`config.mk`:
```
export PLATFORM = sky130hd
export DESIGN_NAME = expr_gen
export DESIGN_NICKNAME = d
export VERILOG_FILES = /design/src/rtl/expr_pkg.sv /design/src/rtl/lfsr8.sv /design/src/rtl/expr_gen.sv
export SDC_FILE = /design/constraint.sdc
export NUM_CORES = 1
export LEC_CHECK = 0
export BUFFER_PORTS_ARGS = -buffer_cell sky130_fd_sc_hd__buf_2
export CORE_ASPECT_RATIO = 0.8
export CORE_MARGIN = 2
export CORE_UTILIZATION = 53
export CTS_CLUSTER_SIZE = 25
export DETAILED_ROUTE_END_ITERATION = 10
export GPL_TIMING_DRIVEN = 1
export HOLD_SLACK_MARGIN = 0.1
export PLACE_DENSITY = 0.78
export SYNTH_ARGS = -nofsm -noshare
export SYNTH_HDL_FRONTEND = slang
export SYNTH_SLANG_ARGS = --single-unit
```
`constraint.sdc`:
```
create_clock -name clk -period 2.4 [get_ports clk]
set_input_delay 0.24 -clock clk [delete_from_list [all_inputs] [get_ports clk]]
set_output_delay 0.24 -clock clk [all_outputs]
set_load 0.01 [all_outputs]
```
`src/rtl/expr_pkg.sv`:
```
// rtl/expr_pkg.sv - shared state encoding, ASCII constants and character helpers for expr_gen
package expr_pkg;

    typedef enum logic [1:0] {
        ST_IDLE  = 2'd0,
        ST_DIGIT = 2'd1,
        ST_OP    = 2'd2,
        ST_FIN   = 2'd3
    } state_e;

    localparam logic [7:0] CH_ZERO      = 8'h30;
    localparam logic [7:0] CH_PLUS      = 8'h2B;
    localparam logic [7:0] CH_STAR      = 8'h2A;
    localparam logic [7:0] DEFAULT_SEED = 8'hA5;

    // Nibbles 10..15 fold onto 4..9 so every LFSR value yields a decimal digit.
    function automatic logic [7:0] digit_char(input logic [7:0] v);
        logic [3:0] d;
        d = (v[3:0] > 4'd9) ? (v[3:0] - 4'd6) : v[3:0];
        return CH_ZERO + {4'h0, d};
    endfunction

    function automatic logic [7:0] op_char(input logic [7:0] v);
        return v[4] ? CH_STAR : CH_PLUS;
    endfunction

endpackage

```
`src/rtl/lfsr8.sv`:
```
// rtl/lfsr8.sv - 8-bit Fibonacci LFSR, x^8+x^6+x^5+x^4+1, shift left with feedback into bit 0
module lfsr8
    import expr_pkg::*;
(
    input  logic       clk,
    input  logic       clr,
    input  logic       load,
    input  logic [7:0] load_val,
    input  logic       step,
    output logic [7:0] q
);

    logic [7:0] q_q;
    logic [7:0] q_d;

    always_comb begin
        q_d = q_q;
        if (load) begin
            q_d = load_val;
        end else if (step) begin
            q_d = {q_q[6:0], q_q[7] ^ q_q[5] ^ q_q[4] ^ q_q[3]};
        end
    end

    always_ff @(posedge clk) begin
        if (!clr) begin
            q_q <= DEFAULT_SEED;
        end else begin
            q_q <= q_d;
        end
    end

    assign q = q_q;

endmodule

```
`src/rtl/expr_gen.sv`:
```
// rtl/expr_gen.sv - pseudo-random arithmetic expression stream generator with optional malformed output
module expr_gen
    import expr_pkg::*;
#(
    parameter int unsigned MAX_OPS = 15
) (
    input  logic       clk,
    input  logic       clr,
    input  logic       start,
    input  logic [3:0] len,
    input  logic [7:0] seed,
    input  logic       inject_err,
    output logic [7:0] out_char,
    output logic       out_valid,
    input  logic       out_ready,
    output logic       busy,
    output logic       done,
    output logic       expect_ok
);

    state_e     state_q, state_d;
    logic [3:0] len_q, len_d;
    logic [3:0] cnt_q, cnt_d;
    logic [3:0] cnt_inc;
    logic       err_q, err_d;
    logic       dbl_q, dbl_d;
    logic       ok_q, ok_d;
    logic       start_ok;
    logic       accept;
    logic [7:0] lfsr_v;
    logic [7:0] seed_eff;

    assign start_ok = (state_q == ST_IDLE) && start;
    assign accept   = out_valid && out_ready;
    assign cnt_inc  = cnt_q + 4'd1;
    assign seed_eff = (seed == 8'h00) ? DEFAULT_SEED : seed;

    lfsr8 u_lfsr (
        .clk      (clk),
        .clr      (clr),
        .load     (start_ok),
        .load_val (seed_eff),
        .step     (accept),
        .q        (lfsr_v)
    );

    always_comb begin
        state_d   = state_q;
        len_d     = len_q;
        cnt_d     = cnt_q;
        err_d     = err_q;
        dbl_d     = dbl_q;
        ok_d      = ok_q;
        out_valid = 1'b0;
        out_char  = 8'h00;
        done      = 1'b0;
        unique case (state_q)
            ST_IDLE: begin
                if (start) begin
                    state_d = ST_DIGIT;
                    cnt_d   = 4'd0;
                    dbl_d   = 1'b0;
                    err_d   = inject_err;
                    ok_d    = 1'b0;
                    if (len == 4'd0) begin
                        len_d = 4'd1;
                    end else if (32'(len) > MAX_OPS) begin
                        len_d = 4'(MAX_OPS);
                    end else begin
                        len_d = len;
                    end
                end
            end
            ST_DIGIT: begin
                out_valid = 1'b1;
                out_char  = digit_char(lfsr_v);
                if (out_ready) begin
                    cnt_d = cnt_inc;
                    // A single-digit malformed stream still needs its trailing operator.
                    if ((cnt_inc < len_q) || (err_q && (len_q == 4'd1))) begin
                        state_d = ST_OP;
                    end else begin
                        state_d = ST_FIN;
                        ok_d    = !err_q;
                    end
                end
            end
            ST_OP: begin
                out_valid = 1'b1;
                out_char  = op_char(lfsr_v);
                if (out_ready) begin
                    if (err_q && (len_q == 4'd1)) begin
                        state_d = ST_FIN;
                        ok_d    = 1'b0;
                    end else if (err_q && !dbl_q) begin
                        dbl_d = 1'b1;
                    end else begin
                        state_d = ST_DIGIT;
                    end
                end
            end
            ST_FIN: begin
                done    = 1'b1;
                state_d = ST_IDLE;
            end
            default: state_d = ST_IDLE;
        endcase
    end

    always_ff @(posedge clk) begin
        if (!clr) begin
            state_q <= ST_IDLE;
            len_q   <= 4'd0;
            cnt_q   <= 4'd0;
            err_q   <= 1'b0;
            dbl_q   <= 1'b0;
            ok_q    <= 1'b0;
        end else begin
            state_q <= state_d;
            len_q   <= len_d;
            cnt_q   <= cnt_d;
            err_q   <= err_d;
            dbl_q   <= dbl_d;
            ok_q    <= ok_d;
        end
    end

    assign busy      = (state_q != ST_IDLE);
    assign expect_ok = ok_q;

endmodule

```
==> qor.csv <==
stage;metric;value;unit
logic_synthesis;proportion of synthesized area in mux cells;0.0323;
clock_tree;Clock Latency Late Sink;0.31;ns
sta;final setup TNS;0;ns
global_route;GRT Util Overall;0.231;
floorplan;# rows;16;
sta;maximum clock rate;485;MHz
logic_synthesis;largest family of logic cells by synthesized area;simple AND/OR/NAND/NOR gates;
final_layout;final core occ;0.619;
final_layout;# diodes;0;
clock_tree;H-tree levels;1;
worst_hold_path;worst hold path type;input pin to flip-flop;
placement;GPL Wtd Cong;0.829;
route;DR vias/cell;5.70;
global_route;initial antenna violation count;0;
logic_synthesis;Cells after Synth;170;
final_layout;share of cells above drive strength 1;0.194;
global_route;largest net degree at the start of global routing;15;
final_layout;fin nets;219;
status;status;finished clean;
logic_synthesis;most instantiated cells after synthesis;21 x dfxtp_1, 21 x nand2_1, 15 x nor2_1;
global_route;vias in the first global route;1218;
clock_tree;TritonCTS clock tree;built;
clock_tree;CTS root buf;clkbuf_4;
logic_synthesis;simple-gate share of the synthesized area;0.244;
critical_path;CP Capture Type;primary output;
floorplan;Core Box Area;2440;sq um
final_layout;Area Overhead vs Synth;11.4;%
global_route;first-pass GRT wire length;5260;microns
logic_synthesis;Synth Area in Compound Gates;0.218;
logic_synthesis;Yosys top cell area share;0.310;
logic_synthesis;fraction of registers with async set/reset;0;
route;post-route ant nets;0;
floorplan;initial core utilization;0.556;
floorplan;die height;49.3;microns
clock_tree;Reg clk slew, reported paths;0.12;ns
floorplan;die width;60.6;microns
critical_path;CP arrival;1.82;ns
logic_synthesis;post-synth top area cell;dfxtp_1;
sta;Hold Fails Final Rpt;0;
sta;max-slew violations;0;
critical_path;Critical R2R Launch;state_q[0]$_SDFFE_PN0P_;
global_route;gr ovfl total;0;
sta;RSZ-0062 raised after global routing;false;
clock_tree;CTS sink cnt;21;
route;via count;1295;
logic_synthesis;number of enable flip-flop cells after synthesis;0;
critical_path;Worst Setup SP;state_q[0]$_SDFFE_PN0P_;
power_and_ir_drop;Leak;0.627;nW
placement;dpl cells;223;
logic_synthesis;count of cell types in the netlist;42;
clock_tree;clock buffer count from CTS;3;
placement;placed instance area;1490;sq um
sta;clk_skew;0.00100;ns
route;DR pass1 iterations;4;
clock_tree;cts repair resizes;0;
placement;port buffer count;26;
logic_synthesis;ys flop type;dfxtp_1;
critical_path;Critical Path Fanout Max;9;
logic_synthesis;Synth warnings;0;
route;WL final;3110;microns
logic_synthesis;mapped cell area;1360;sq um
clock_tree;cts hold-fix bufs;0;
placement;DP HPWL;2420;microns
clock_tree;Setup Buffers After CTS;0;
power_and_ir_drop;cell area power density;1000;nW/um^2
clock_tree;Max clock buf depth;2;
logic_synthesis;sequential-to-total area share from yosys stat;0.310;
final_layout;design area;1510;sq um
sta;final setup fails;0;
logic_synthesis;post-synthesis adder-cell area fraction;0.0922;
route;Residual DRC;0;
floorplan;die area;2980;sq um
floorplan;I/O Pins;29;
logic_synthesis;Avg Cell Area, Syn;7.99;sq um
final_layout;non-filler instance count after layout;227;
logic_synthesis;XOR/XNOR Fraction of Synth Area;0.0323;
logic_synthesis;top cells by area, synth;dfxtp_1 31%, ha_1 9.2%, nand2_1 5.8%;
sta;fin crit period;2.06;ns
logic_synthesis;synthesized flop and latch total;21;
sta;setup ws final;0.338;ns
placement;Setup WS pre-CTS;0.549;ns
critical_path;CP startpoint kind;flip-flop;
route;routed len/inst;13.7;microns
critical_path;Worst Path Required;2.16;ns
critical_path;Worst Setup Path Type;flip-flop to primary output;
power_and_ir_drop;Max IR drop VDD;453;uV
route;initial drt markers;59;
worst_hold_path;Hold Startpoint;len[0];
flow_run;max_cap viols;0;
sta;Tcrit/Tclk final;0.859;
-- kinds of logic after synthesis --
kind of cell               Yosys count
buffers and inverters               20
other                                1
xor gates and xnor gates             5
DFF                                 21
adders and majority gates           10
muxes                                4
and+or+nand+nor                     66
AOI/OAI and AO/OA                   43
-- final timing paths --
path                                                 end  slack, ns  cells past startpoint
worst max-delay path                         out_char[2]       0.34                      6
worst min-delay path               len_q[0]$_SDFFE_PN0P_       0.16                      3
worst max register to register  u_lfsr.q[5]$_SDFFE_PN1P_       0.51                      6
worst min register to register  u_lfsr.q[6]$_SDFFE_PN0P_       0.51                      2
-- final cells by class --
class | count | area (sq um)
Sequential cell | 21 | 420
Clock buffer | 3 | 22.5
Tap cell | 36 | 45.0
Fill cell | 225 | 930
Clock inverter | 1 | 5.00
Timing Repair Buffer | 27 | 138
Inverter | 9 | 33.8
Multi-Input combinational cell | 130 | 848
-- sequential cells by signal, summed over array words and instances, names as in the netlist --
register,count
err_q,1
cnt_q,4
len_q,4
u_lfsr.q,8
expect_ok,1
state_q,2
dbl_q,1
-- critical path, cell delays in order, from the launching register on --
cell	delay, ns
dfxtp_1	0.47
inv_1	0.12
ha_1	0.36
buf_4	0.17
nand2_1	0.06
nor3_1	0.18
buf_2	0.15
-- cell usage in the layout, fill, tap and decap left out, drive strengths merged --
cell	count
o221a	1
o21ai	10
xor2	2
nor2b	3
nor2	15
a311oi	6
or4b	1
a21oi	11
o311ai	3
conb	2
mux2	3
dfxtp	21
a21o	1
nand3b	2
o211ai	2
o22ai	3
xnor2	3
a21boi	1
mux2i	1
buf	27
a32oi	1
nand3	9
clkbuf	3
or4	2
clkinv	1
o311a	1
ha	10
o21bai	1
inv	9
and3b	1
nor3	7
nand2b	2
and2	2
nand2	21
nor4b	1
a22oi	2
-- layer usage --
layer  global-route usage  vias up  wire length (microns)
met5                    0        -                      0
met4               0.0688        0                     13
met3               0.0610        2                    219
met2                0.384       47                   1460
met1                0.288      598                   1410
li1                     -      648                      -
-- stage by stage --
step                      hold WS [ns]  total power, mW
final                            0.161             1.51
after global routing             0.155             1.65
after CTS                        0.148             1.51
after detailed placement         0.489             1.33
after global placement           0.479             1.29
after floorplan                  0.376             1.14
-- power breakdown --
part	total (mW)	switching, mW	internal (mW)	leakage, nW
clock	0.179	0.117	0.0623	0.0177
sequential	0.541	0.109	0.433	0.172
combinational	0.792	0.457	0.336	0.437
(Power assumes the default switching activity.)
